$ cat config.mk
export PLATFORM = sky130hd
export DESIGN_NAME = tohost_monitor
export DESIGN_NICKNAME = d
export VERILOG_FILES = /design/src/rtl/tohost_pkg.sv /design/src/rtl/tohost_char_buffer.sv /design/src/rtl/tohost_monitor.sv
export SDC_FILE = /design/constraint.sdc
export NUM_CORES = 1
export LEC_CHECK = 0
export BUFFER_PORTS_ARGS = -buffer_cell sky130_fd_sc_hd__buf_2
export CAP_MARGIN = 20
export CELL_PAD_IN_SITES_DETAIL_PLACEMENT = 1
export CELL_PAD_IN_SITES_GLOBAL_PLACEMENT = 2
export CORE_MARGIN = 1.5
export CORE_UTILIZATION = 31
export CTS_BUF_LIST = sky130_fd_sc_hd__clkbuf_4 sky130_fd_sc_hd__clkbuf_8
export DETAILED_ROUTE_END_ITERATION = 12
export PLACE_DENSITY = 0.92
export SYNTH_ARGS = -nofsm -noshare
export SYNTH_HDL_FRONTEND = slang
export SYNTH_SLANG_ARGS = --single-unit
$ cat constraint.sdc
create_clock -name clk -period 6.3 [get_ports clk]
set_input_delay 1.26 -clock clk [delete_from_list [all_inputs] [get_ports clk]]
set_output_delay 1.26 -clock clk [all_outputs]
set_load 0.05 [all_outputs]
$ cat src/rtl/tohost_pkg.sv
// Shared types and field positions for the tohost end-of-test monitor.
package tohost_pkg;

  typedef enum logic [1:0] {
    RUN   = 2'd0,
    DRAIN = 2'd1,
    DONE  = 2'd2
  } state_t;

  localparam logic [7:0] TOHOST_DEV_CONSOLE = 8'd1;
  localparam logic [7:0] TOHOST_CMD_PUTCHAR = 8'd1;

  // tohost word layout: device in [63:56], command in [55:48], payload below
  localparam int TOHOST_DEV_LSB = 56;
  localparam int TOHOST_CMD_LSB = 48;
  localparam int TOHOST_EXIT_BIT = 0;

endpackage

$ cat src/rtl/tohost_char_buffer.sv
// One-entry valid/ready register for console characters; output is registered (1 cycle),
// accepts a new character in the same cycle the held one drains, stalls input while full and not draining.
module tohost_char_buffer (
  input  logic       clk,
  input  logic       reset,
  input  logic       i_in_valid,
  output logic       o_in_ready,
  input  logic [7:0] i_in_data,
  output logic       o_out_valid,
  input  logic       i_out_ready,
  output logic [7:0] o_out_data
);

  logic       r_vld;
  logic [7:0] r_dat;

  assign o_in_ready  = !r_vld || i_out_ready;
  assign o_out_valid = r_vld;
  assign o_out_data  = r_dat;

  always_ff @(posedge clk or negedge reset) begin
    if (!reset) begin
      r_vld <= 1'b0;
      r_dat <= 8'd0;
    end else if (i_in_valid && o_in_ready) begin
      r_vld <= 1'b1;
      r_dat <= i_in_data;
    end else if (i_out_ready) begin
      r_vld <= 1'b0;
    end
  end

endmodule

$ cat src/rtl/tohost_monitor.sv
// Snoops tohost stores, latches the first exit code and raises sticky pass/fail after DRAIN_CYCLES+1 cycles.
// Console forwarding of putchar writes is built only when TOHOST_CONSOLE_EN is defined.
module tohost_monitor
  import tohost_pkg::*;
#(
  parameter int                    ADDR_WIDTH   = 32,
  parameter int                    DATA_WIDTH   = 64,
  parameter logic [ADDR_WIDTH-1:0] TOHOST_ADDR  = 32'h8000_1000,
  parameter int                    DRAIN_CYCLES = 4
) (
  input  logic                  clk,
  input  logic                  reset,
  input  logic                  wr_valid,
  output logic                  wr_ready,
  input  logic [ADDR_WIDTH-1:0] wr_addr,
  input  logic [DATA_WIDTH-1:0] wr_data,
  output logic                  io_success,
  output logic                  io_failure,
  output logic [DATA_WIDTH-2:0] exit_code,
  output logic                  char_valid,
  input  logic                  char_ready,
  output logic [7:0]            char_data
);

  state_t                r_state;
  state_t                w_state_nxt;
  logic [7:0]            r_drain_cnt;
  logic [7:0]            w_drain_cnt_nxt;
  logic [DATA_WIDTH-2:0] r_exit_code;
  logic [DATA_WIDTH-2:0] w_exit_code_nxt;
  logic                  w_tohost_fire;
  logic                  w_exit_req;

  assign w_tohost_fire = wr_valid && wr_ready && (wr_addr == TOHOST_ADDR);

`ifdef TOHOST_CONSOLE_EN
  logic [7:0] w_dev;
  logic [7:0] w_cmd;
  logic       w_putc;

  assign w_dev      = wr_data[TOHOST_DEV_LSB +: 8];
  assign w_cmd      = wr_data[TOHOST_CMD_LSB +: 8];
  assign w_exit_req = w_tohost_fire && wr_data[TOHOST_EXIT_BIT] && (w_dev == 8'd0);
  assign w_putc     = w_tohost_fire && (w_dev == TOHOST_DEV_CONSOLE) && (w_cmd == TOHOST_CMD_PUTCHAR);

  // Buffer input-ready never looks at valid, so wr_ready -> w_putc is not a loop.
  tohost_char_buffer u_char_buffer (
    .clk        (clk),
    .reset      (reset),
    .i_in_valid (w_putc),
    .o_in_ready (wr_ready),
    .i_in_data  (wr_data[7:0]),
    .o_out_valid(char_valid),
    .i_out_ready(char_ready),
    .o_out_data (char_data)
  );
`else
  logic w_unused_char_ready;

  assign w_exit_req          = w_tohost_fire && wr_data[TOHOST_EXIT_BIT];
  assign wr_ready            = 1'b1;
  assign char_valid          = 1'b0;
  assign char_data           = 8'd0;
  assign w_unused_char_ready = char_ready;
`endif

  always_ff @(posedge clk or negedge reset) begin
    if (!reset) begin
      r_state     <= RUN;
      r_drain_cnt <= 8'd0;
      r_exit_code <= '0;
    end else begin
      r_state     <= w_state_nxt;
      r_drain_cnt <= w_drain_cnt_nxt;
      r_exit_code <= w_exit_code_nxt;
    end
  end

  // A zero drain delay still spends one cycle in DRAIN, so status always lands at fire+1+DRAIN_CYCLES.
  always_comb begin
    w_state_nxt     = r_state;
    w_drain_cnt_nxt = r_drain_cnt;
    w_exit_code_nxt = r_exit_code;
    case (r_state)
      RUN: begin
        if (w_exit_req) begin
          w_state_nxt     = DRAIN;
          w_drain_cnt_nxt = 8'(DRAIN_CYCLES);
          w_exit_code_nxt = wr_data[DATA_WIDTH-1:1];
        end
      end
      DRAIN: begin
        if (r_drain_cnt == 8'd0) begin
          w_state_nxt = DONE;
        end else begin
          w_drain_cnt_nxt = r_drain_cnt - 8'd1;
        end
      end
      DONE: begin
        w_state_nxt = DONE;
      end
      default: begin
        w_state_nxt = RUN;
      end
    endcase
  end

  assign io_success = (r_state == DONE) && (r_exit_code == '0);
  assign io_failure = (r_state == DONE) && (r_exit_code != '0);
  assign exit_code  = r_exit_code;

endmodule

### Word-level counts from Yosys, hierarchy flattened

Index checks and enable logic that the tools add are counted.

* register bits: 73
* logic and storage cells: 28
* input port bits: 100
* output and inout port bits: 75

* add/subtract/negate cells: 1
* muxes and demuxes: 6
* equal/unequal tests: 6
* reduce and logical (&&, ||, !) cells: 12

Operators by type and width (count)
* 63-bit logical NOT: 1
* 63-bit nonzero test: 1
* 32-bit equality test (second input constant): 1
* 8-bit two-way mux: 2
* 8-bit one-hot mux with 2 select lines: 1
* 8-bit logical NOT: 1
* 8-bit by 1-bit subtractor with 8-bit output (second input constant): 1
* 2-bit != test (second input constant): 3
* 2-bit one-hot mux with 3 select lines: 1
* 1-bit logical AND: 4
* 2-bit two-way mux: 2
* 2-bit AND reduction: 2
* 3-bit AND reduction: 1
* 2-bit by 1-bit equality test with 1-bit output (second input constant): 1
* 2-bit equality test (second input constant): 1
* 2-bit logical NOT: 1
* 2-bit nonzero test: 1

### Depth between registers and ports, before layout

Gate-level depths: netlist (run 1).

* word-level depth: 5
* depth in mapped cells: 7
* gate-level depth less buffers: 7

### Worst setup path after synthesis (run 1)

OpenSTA, ideal clock, no wires.

* kind: register -> output
* start: register r_exit_code[53], in the netlist exit_code[53]
* end: output io_success
* setup slack: 3.279 ns
* data required time: 5.040 ns
* buffers on the path: 0
* stages on the path, launching flop included: 5
* arrival: 1.761 ns
* path through: dfrtp_1 -> nor4_1 -> nand4_1 -> nor4_1 -> and2_1

* word-level cells in the longest chain between the ends: 2

Ends and longest elaborated chain
* start, declared: RTL line tohost_monitor.sv:29 `logic [DATA_WIDTH-2:0] r_exit_code;`
* start signal, assigned: RTL line tohost_monitor.sv:75 `r_exit_code <= w_exit_code_nxt;`
* 63-bit logical NOT: RTL line tohost_monitor.sv:108 `assign io_success = (r_state == DONE) && (r_exit_code == '0);`
* 1-bit logical AND: RTL line tohost_monitor.sv:108
* end, declared: RTL line tohost_monitor.sv:17 `output logic io_success,`

Every way passes these cells.

### Worst setup path in the final report (run 1)

* start: register r_exit_code[6], in the netlist exit_code[6]
* end: output io_success

Same word-level chain as after synthesis.

==> results by group, run 1 <==
Timing
  – RSZ-0062 raised after global routing: no
  – Clk_skew: roughly 0.014 ns
  – Final slew viol count: 0
  – Tightest Pin Transition: 0.9360 ns
  – Period minus WS final: 3.487 ns
  – Final hold vios: 0
  – TNS Setup: 0 ns
  – Relative slew slack: between 30% and 40%
  – # setup viols final: 0
  – Period utilization: around 55%
  – Fmax: 0.2868 GHz

Logic synthesis
  – Post-synth top area share: between 50% and 60%
  – Sequential element share of the synthesized area: roughly 55%
  – Synth Warn #: 0
  – Mean Syn Cell Area: approximately 13 sq um
  – Most common library cells after synthesis: 73 x dfrtp_1, 49 x mux2_2, 21 x nor4_1, 15 x mux2_1
  – Top_reg_cell synth: dfrtp_1
  – Area contributors post-synth: dfrtp_1 55%, mux2_2 17%, mux2_1 5.1%
  – Synth Cell Area: roughly 3300 sq um
  – Cell taking the most area after synthesis: dfrtp_1
  – EDFF count, synth: 0
  – Cells after Synth: 250
  – Async set-reset flop share out of synthesis: between 90% and 100%
  – Synth Register Bits: 73
  – Netlist cell types: 37
  – Most common cell in the netlist: dfrtp_1

Run
  – Number of max-cap violations: 0

Pwr
  – Max VDD drop: approximately 110 uV
  – PwrDens: 207.4 nW/um^2
  – LEAKAGE: roughly 2.5 nW
  – Tot Pwr: between 0.9 and 1 mW

Clock tree
  – Hold-fix buffers at CTS: 0
  – Clock Tree Root: clkbuf_8
  – CTS tree: built
  – # H-tree levels: 3
  – TritonCTS buffer count: 9
  – Clock Latency Late Sink: between 0.3 and 0.4 ns
  – Maximum clock path buffer count: 2
  – Postcts setup bufs: 0
  – PostCTS Resize Cnt: 0
  – Clock sink count: 73
  – Clk slew on worst S/H paths: ~0.08 ns

GRT
  – Vias in the first global route: about 2800
  – Initial antenna violation count: 0
  – Gr usage total: ~17%
  – Global-route wire length before repair: around 15 mm
  – Pin count of the biggest net entering global routing: 74
  – Total gr overflow: 0

Setup path
  – Worst EP arrival: 2.23 ns
  – Crit. End Element: primary output
  – CP max FO: 3
  – Cells on worst reg2reg path: 5
  – Startpoint types: flip-flop
  – CP required: 5.04 ns
  – Crit path kind: reg2out

Floorplanning
  – # rows: 37
  – Core area: roughly 10000 sq um
  – Starting Density: 32.10%
  – Ports: roughly 180
  – DIE HEIGHT: 106.9 um
  – Die area: around 11000 sq um
  – Die Wd: between 100 and 150 um

Route
  – DR vias/cell: a little under 5
  – Initial DRC Count: 82
  – Final WL: around 9.0 mm
  – Drt first pass iters: 4
  – Number of remaining DRC errors: 0
  – DR vias: approximately 2700
  – Routed WL per cell: around 16 um
  – DRT antenna net count: 0

Cells and area
  – Combined area of the multi-input logic cells: between 1000 and 1500 sq um
  – Synth-to-layout area growth: 32.97%
  – Layout cells sized above 1: roughly 55%
  – Antenna cells: 0
  – Fillers: about 1200
  – FF+latch area: 1827 sq um
  – Final Net Count: 522
  – Fin util: 42.68%

Place
  – Port-buffer cells: between 150 and 200
  – Final GP Congestion: 0.7693
  – Detailed Place HPWL: 6.968 mm

Min path
  – Worst hold path type: reg2reg
  – Hold Crit Depth: 1

Run status
  – Status: complete, no violations
==> layout by cell type (no fill, tap or decap), types with 2 or more instances in the layout <==
cell	synthesis	layout
buf_2	0	162
dfrtp_1	73	73
mux2_2	49	49
nor4_1	21	21
mux2_1	15	15
inv_1	10	10
conb_1	2	10
clkbuf_8	0	9
nand4_1	6	6
a21oi_1	5	5
o41ai_1	5	5
ha_1	5	5
nor3_1	4	4
nor2_1	4	4
nand2_1	3	3
nand3_1	3	3
o21ai_0	3	3
buf_4	10	3
nor4b_1	2	2
o21a_1	2	2
a31oi_1	2	2
mux2i_1	2	2
o31ai_1	2	2
o211ai_1	2	2
bufinv_16	0	2
clkinv_4	0	2
==> routing by layer <==
metal / up-vias / GRT usage, % / wire length [um]
li1: 1257 / - / -
met1: 1313 / 21.02 / 3964
met2: 126 / 28.43 / 4482
met3: 5 / 3.404 / 511
met4: 0 / 4.762 / 63
met5: - / 0 / 0
==> path summary, 6_finish.rpt <==
| kind | startpoint | end | slack (ns) |
|---|---|---|---|
| min reg2reg | exit_code[21] | exit_code[21] | 0.52 |
| min | exit_code[21] | exit_code[21] | 0.52 |
| min in group asynchronous | reset | exit_code[11] | 1.05 |
| max reg2reg | r_drain_cnt[5] | r_drain_cnt[6] | 4.09 |
| max in group asynchronous | reset | r_drain_cnt[1] | 4.62 |
| max | exit_code[6] | io_success | 2.81 |
==> critical path, cell delays in order (launching register included) <==
cell and delay [ns]:
dfrtp_1 0.42, nor4_1 0.43, nand4_1 0.21, nor4_1 0.38
and2_1 0.18, buf_2 0.26
==> logic make-up (layout without fill, tap and decap cells) <==
kind of cell / Yosys count / in the layout / share of synthesized area (%)
flip-flops: 73 / 73 / 54.64
multiplexers: 66 / 66 / 22.16
AO/OA/AOI/OAI: 25 / 25 / 5.763
AND/OR/NAND/NOR: 52 / 52 / 9.844
other: 2 / 10 / 0.2246
adder cells (fa/ha/maj): 5 / 5 / 1.871
buffers and inverters: 27 / 190 / 5.501
==> per-stage QoR <==
stage	cell area (sq um)	std cells	worst slack (ns)	hold WS, ns
global placement	4230	542	3.055	0.4947
global route	4446	557	2.592	0.5415
detailed placement	4230	542	2.990	0.5047
finish	4446	557	2.813	0.5156
floorplan	3373	258	3.279	0.4639
CTS	4446	557	2.782	0.5249
==> power by group <==
group	internal (mW)	switching, mW
sequential	0.468	0.00000000547
clock	0.223	0.177
combinational	0.0224	0.0315
==> cell type report <==
type	count	area share [%]
Multi-Input combinational cell	158	30.65
Inverter	10	0.8444
Clock buffer	9	2.786
Timing Repair Buffer	165	18.74
Clock inverter	6	2.055
Tap cell	136	3.828
Sequential cell	73	41.09
==> registers in the layout, indices dropped and copies added (netlist names) <==
name / count
exit_code: 63
r_drain_cnt: 8
r_state: 2
Power figures use the tool's default switching activity.
==> inputs of run 2 (changes only) <==
CORE_UTILIZATION = 26   (was 31)
PLACE_DENSITY = 0.83   (was 0.92)
clock period = 3.1 ns   (was 6.3 ns; I/O delays follow)
==> run 2 against run 1 <==
Effect of this change: via count decreased by 0.48%; setup slack got worse by 2.5 ns; design area increased by 0.87%; clock skew decreased by 0.0078 ns; first-iteration DRC count increased by 4.9%; power increased by 94%; largest power group unchanged.
==> results by group, run 2 (synthesized netlist as in run 1, its figures left out) <==
Setup path
  – Most frequent CP cell: nor4_1 (unchanged)
  – CP required: 2.48 ns (was 5.04 ns)
  – Buffers & Inverters on Critical Path: 1 (unchanged)
  – Reg2reg start: r_state[0] (was r_drain_cnt[5])
  – Instance count on the critical path: 5 (unchanged)
  – Critical-path top delay cell: nor4_1 (unchanged)
  – Crit. End Element: primary output (unchanged)
  – CP max FO: 3 (unchanged)
  – Critical path startpoint: exit_code[35] (was exit_code[6])
  – Critical path cell sequence: nor4_1 -> nand4_1 -> nor4_1 -> and2_1 -> buf_2 (unchanged)
  – Startpoint types: flip-flop (unchanged)
  – Worst EP arrival: 2.17 ns (was 2.23 ns)
  – CP max stage delay: 0.46 ns (was 0.43 ns)
  – Crit path kind: reg2out (unchanged)
  – Delay-heaviest family, CP: simple AND/OR/NAND/NOR gates (unchanged)
  – Cells on worst reg2reg path: 6 (was 5)

Place
  – Final GP Congestion: 0.7847 (was 0.7693)
  – Detailed Place HPWL: 6.767 mm (was 6.968 mm)
  – Port-buffer cells: 163 (unchanged)

Timing
  – Period minus WS final: 2.793 ns
  – Relative slew slack: 36.34% (was 37.60%)
  – Final slew viol count: 0 (unchanged)
  – Fmax: about 0.36 GHz
  – Period utilization: about nine tenths
  – # setup viols final: 0 (unchanged)
  – RSZ-0062 raised after global routing: no (unchanged)
  – Tightest Pin Transition: 0.9549 ns (was 0.9360 ns)
  – Clk_skew: 0.005786 ns (was 0.01357 ns)
  – Final hold vios: 0 (unchanged)
  – TNS Setup: 0 ns (unchanged)

Floorplanning
  – Core area: 12570 sq um (was 10420 sq um)
  – Die area: 13550 sq um (was 11420 sq um)
  – Ports: 175 (unchanged)
  – DIE HEIGHT: 116.4 um (was 106.9 um)
  – Die Wd: 116.4 um (was 106.9 um)
  – Starting Density: 26.60% (was 32.10%)
  – # rows: 41 (was 37)

Route
  – Routed WL per cell: 14.88 um (was 16.20 um)
  – Initial DRC Count: 86 (was 82)
  – DR vias/cell: 4.525 (was 4.849)
  – DR vias: 2688 (was 2701)
  – Drt first pass iters: 5 (was 4)
  – Final WL: 8.838 mm (was 9.022 mm)
  – Number of remaining DRC errors: 0 (unchanged)
  – DRT antenna net count: 0 (unchanged)

Run
  – Number of max-cap violations: 0 (unchanged)

Clock tree
  – CTS tree: built (unchanged)
  – Clock Latency Late Sink: 0.35 ns (was 0.34 ns)
  – # H-tree levels: 3 (unchanged)
  – Postcts setup bufs: 0 (unchanged)
  – Hold-fix buffers at CTS: 0 (unchanged)
  – PostCTS Resize Cnt: 0 (unchanged)
  – Clock Tree Root: clkbuf_8 (unchanged)
  – Clock sink count: 73 (unchanged)
  – Clk slew on worst S/H paths: 0.07 ns (was 0.08 ns)
  – TritonCTS buffer count: 9 (unchanged)
  – Maximum clock path buffer count: 2 (unchanged)

Pwr
  – Max VDD drop: 221.5 uV (was 107.9 uV)
  – P_sw: 0.4060 mW (was 0.2086 mW)
  – LEAKAGE: 2.498 nW (was 2.499 nW)
  – P_int: 1.382 mW (was 0.7136 mW)
  – Clk pwr share: 40.7% (was 43.4%)
  – Sequential power share: 53.2% (was 50.8%)
  – PwrDens: 398.8 nW/um^2 (was 207.4 nW/um^2)
  – Tot Pwr: 1.788 mW (was 0.9222 mW)
  – Comb power frac: 6.1% (was 5.9%)
  – Switching Share: 22.71% (was 22.62%)

Cells and area
  – Final Net Count: 522 (unchanged)
  – Synth-to-layout area growth: 34.13% (was 32.97%)
  – Max FFs per register: 63 (unchanged)
  – Commonest non-fill, non-tap cell in the layout: buf_2 (unchanged)
  – Layout cells sized above 1: 55.21% (was 55.11%)
  – Most frequent cells in the layout: 162 x buf_2, 73 x dfrtp_1, 49 x mux2_2 (unchanged)
  – Antenna cells: 0 (unchanged)

GRT
  – Pin count of the biggest net entering global routing: 74 (unchanged)
  – Global-route wire length before repair: 13.22 mm (was 14.59 mm)
  – Gr usage total: 12.98% (was 16.55%)
  – Vias in the first global route: 2607 (was 2803)
  – Initial antenna violation count: 0 (unchanged)
  – Total gr overflow: 0 (unchanged)

Min path
  – Worst hold path type: in2async (was reg2reg)

Run status
  – Status: complete, no violations (unchanged)
[run 2: layout make-up]
cell class | instances | area (sq um)
tap | 172 | 215.2
clock inverter | 2 | 10.01
timing repair buffer | 165 | 845.8
clock buffer | 14 | 186.4
sequential | 73 | 1827
inverter | 10 | 37.54
fill | 1454 | 8084
multi-input combinational | 158 | 1363
[run 2: final timing paths]
check	to	slack, ns
worst min register to register	exit_code[7]	0.52
min in group clk	exit_code[20]	0.48
worst min-delay path	exit_code[58]	0.41
worst max register to register	exit_code[48]	0.95
worst max-delay path	io_success	0.31
max in group asynchronous	r_state[0]	2.06
[run 2: power by group through the flow]
stage / combinational [mW] / sequential, mW / clock [mW]
3_5_place_dp: 0.110 / 0.970 / 0
2_1_floorplan: 0.0401 / 0.971 / 0
6_report: 0.108 / 0.952 / 0.728
5_1_grt: 0.119 / 0.951 / 0.807
4_1_cts: 0.111 / 0.951 / 0.767
3_3_place_gp: 0.108 / 0.970 / 0
[run 2: routing by layer]
layer	part of all wire (%)	GRT usage [%]	vias up
met3	7.6	5.501	14
met2	48	21.06	105
met4	1.9	4.959	0
met5	0	0	-
met1	43	15.33	1326
li1	-	-	1243
[run 2: per-stage QoR]
stage | hold WS (ns) | area (sq um) | instances | setup WS (ns) | utilization [%]
floorplan | 0.3244 | 3373 | 258 | 0.7191 | -
global placement | 0.4925 | 4288 | 578 | 0.5994 | 34.12
detailed placement | 0.5027 | 4288 | 578 | 0.5420 | 34.12
CTS | 0.4353 | 4484 | 594 | 0.1838 | 35.68
global route | 0.4460 | 4484 | 594 | 0.02337 | 35.68
finish | 0.4059 | 4484 | 594 | 0.3065 | 35.68
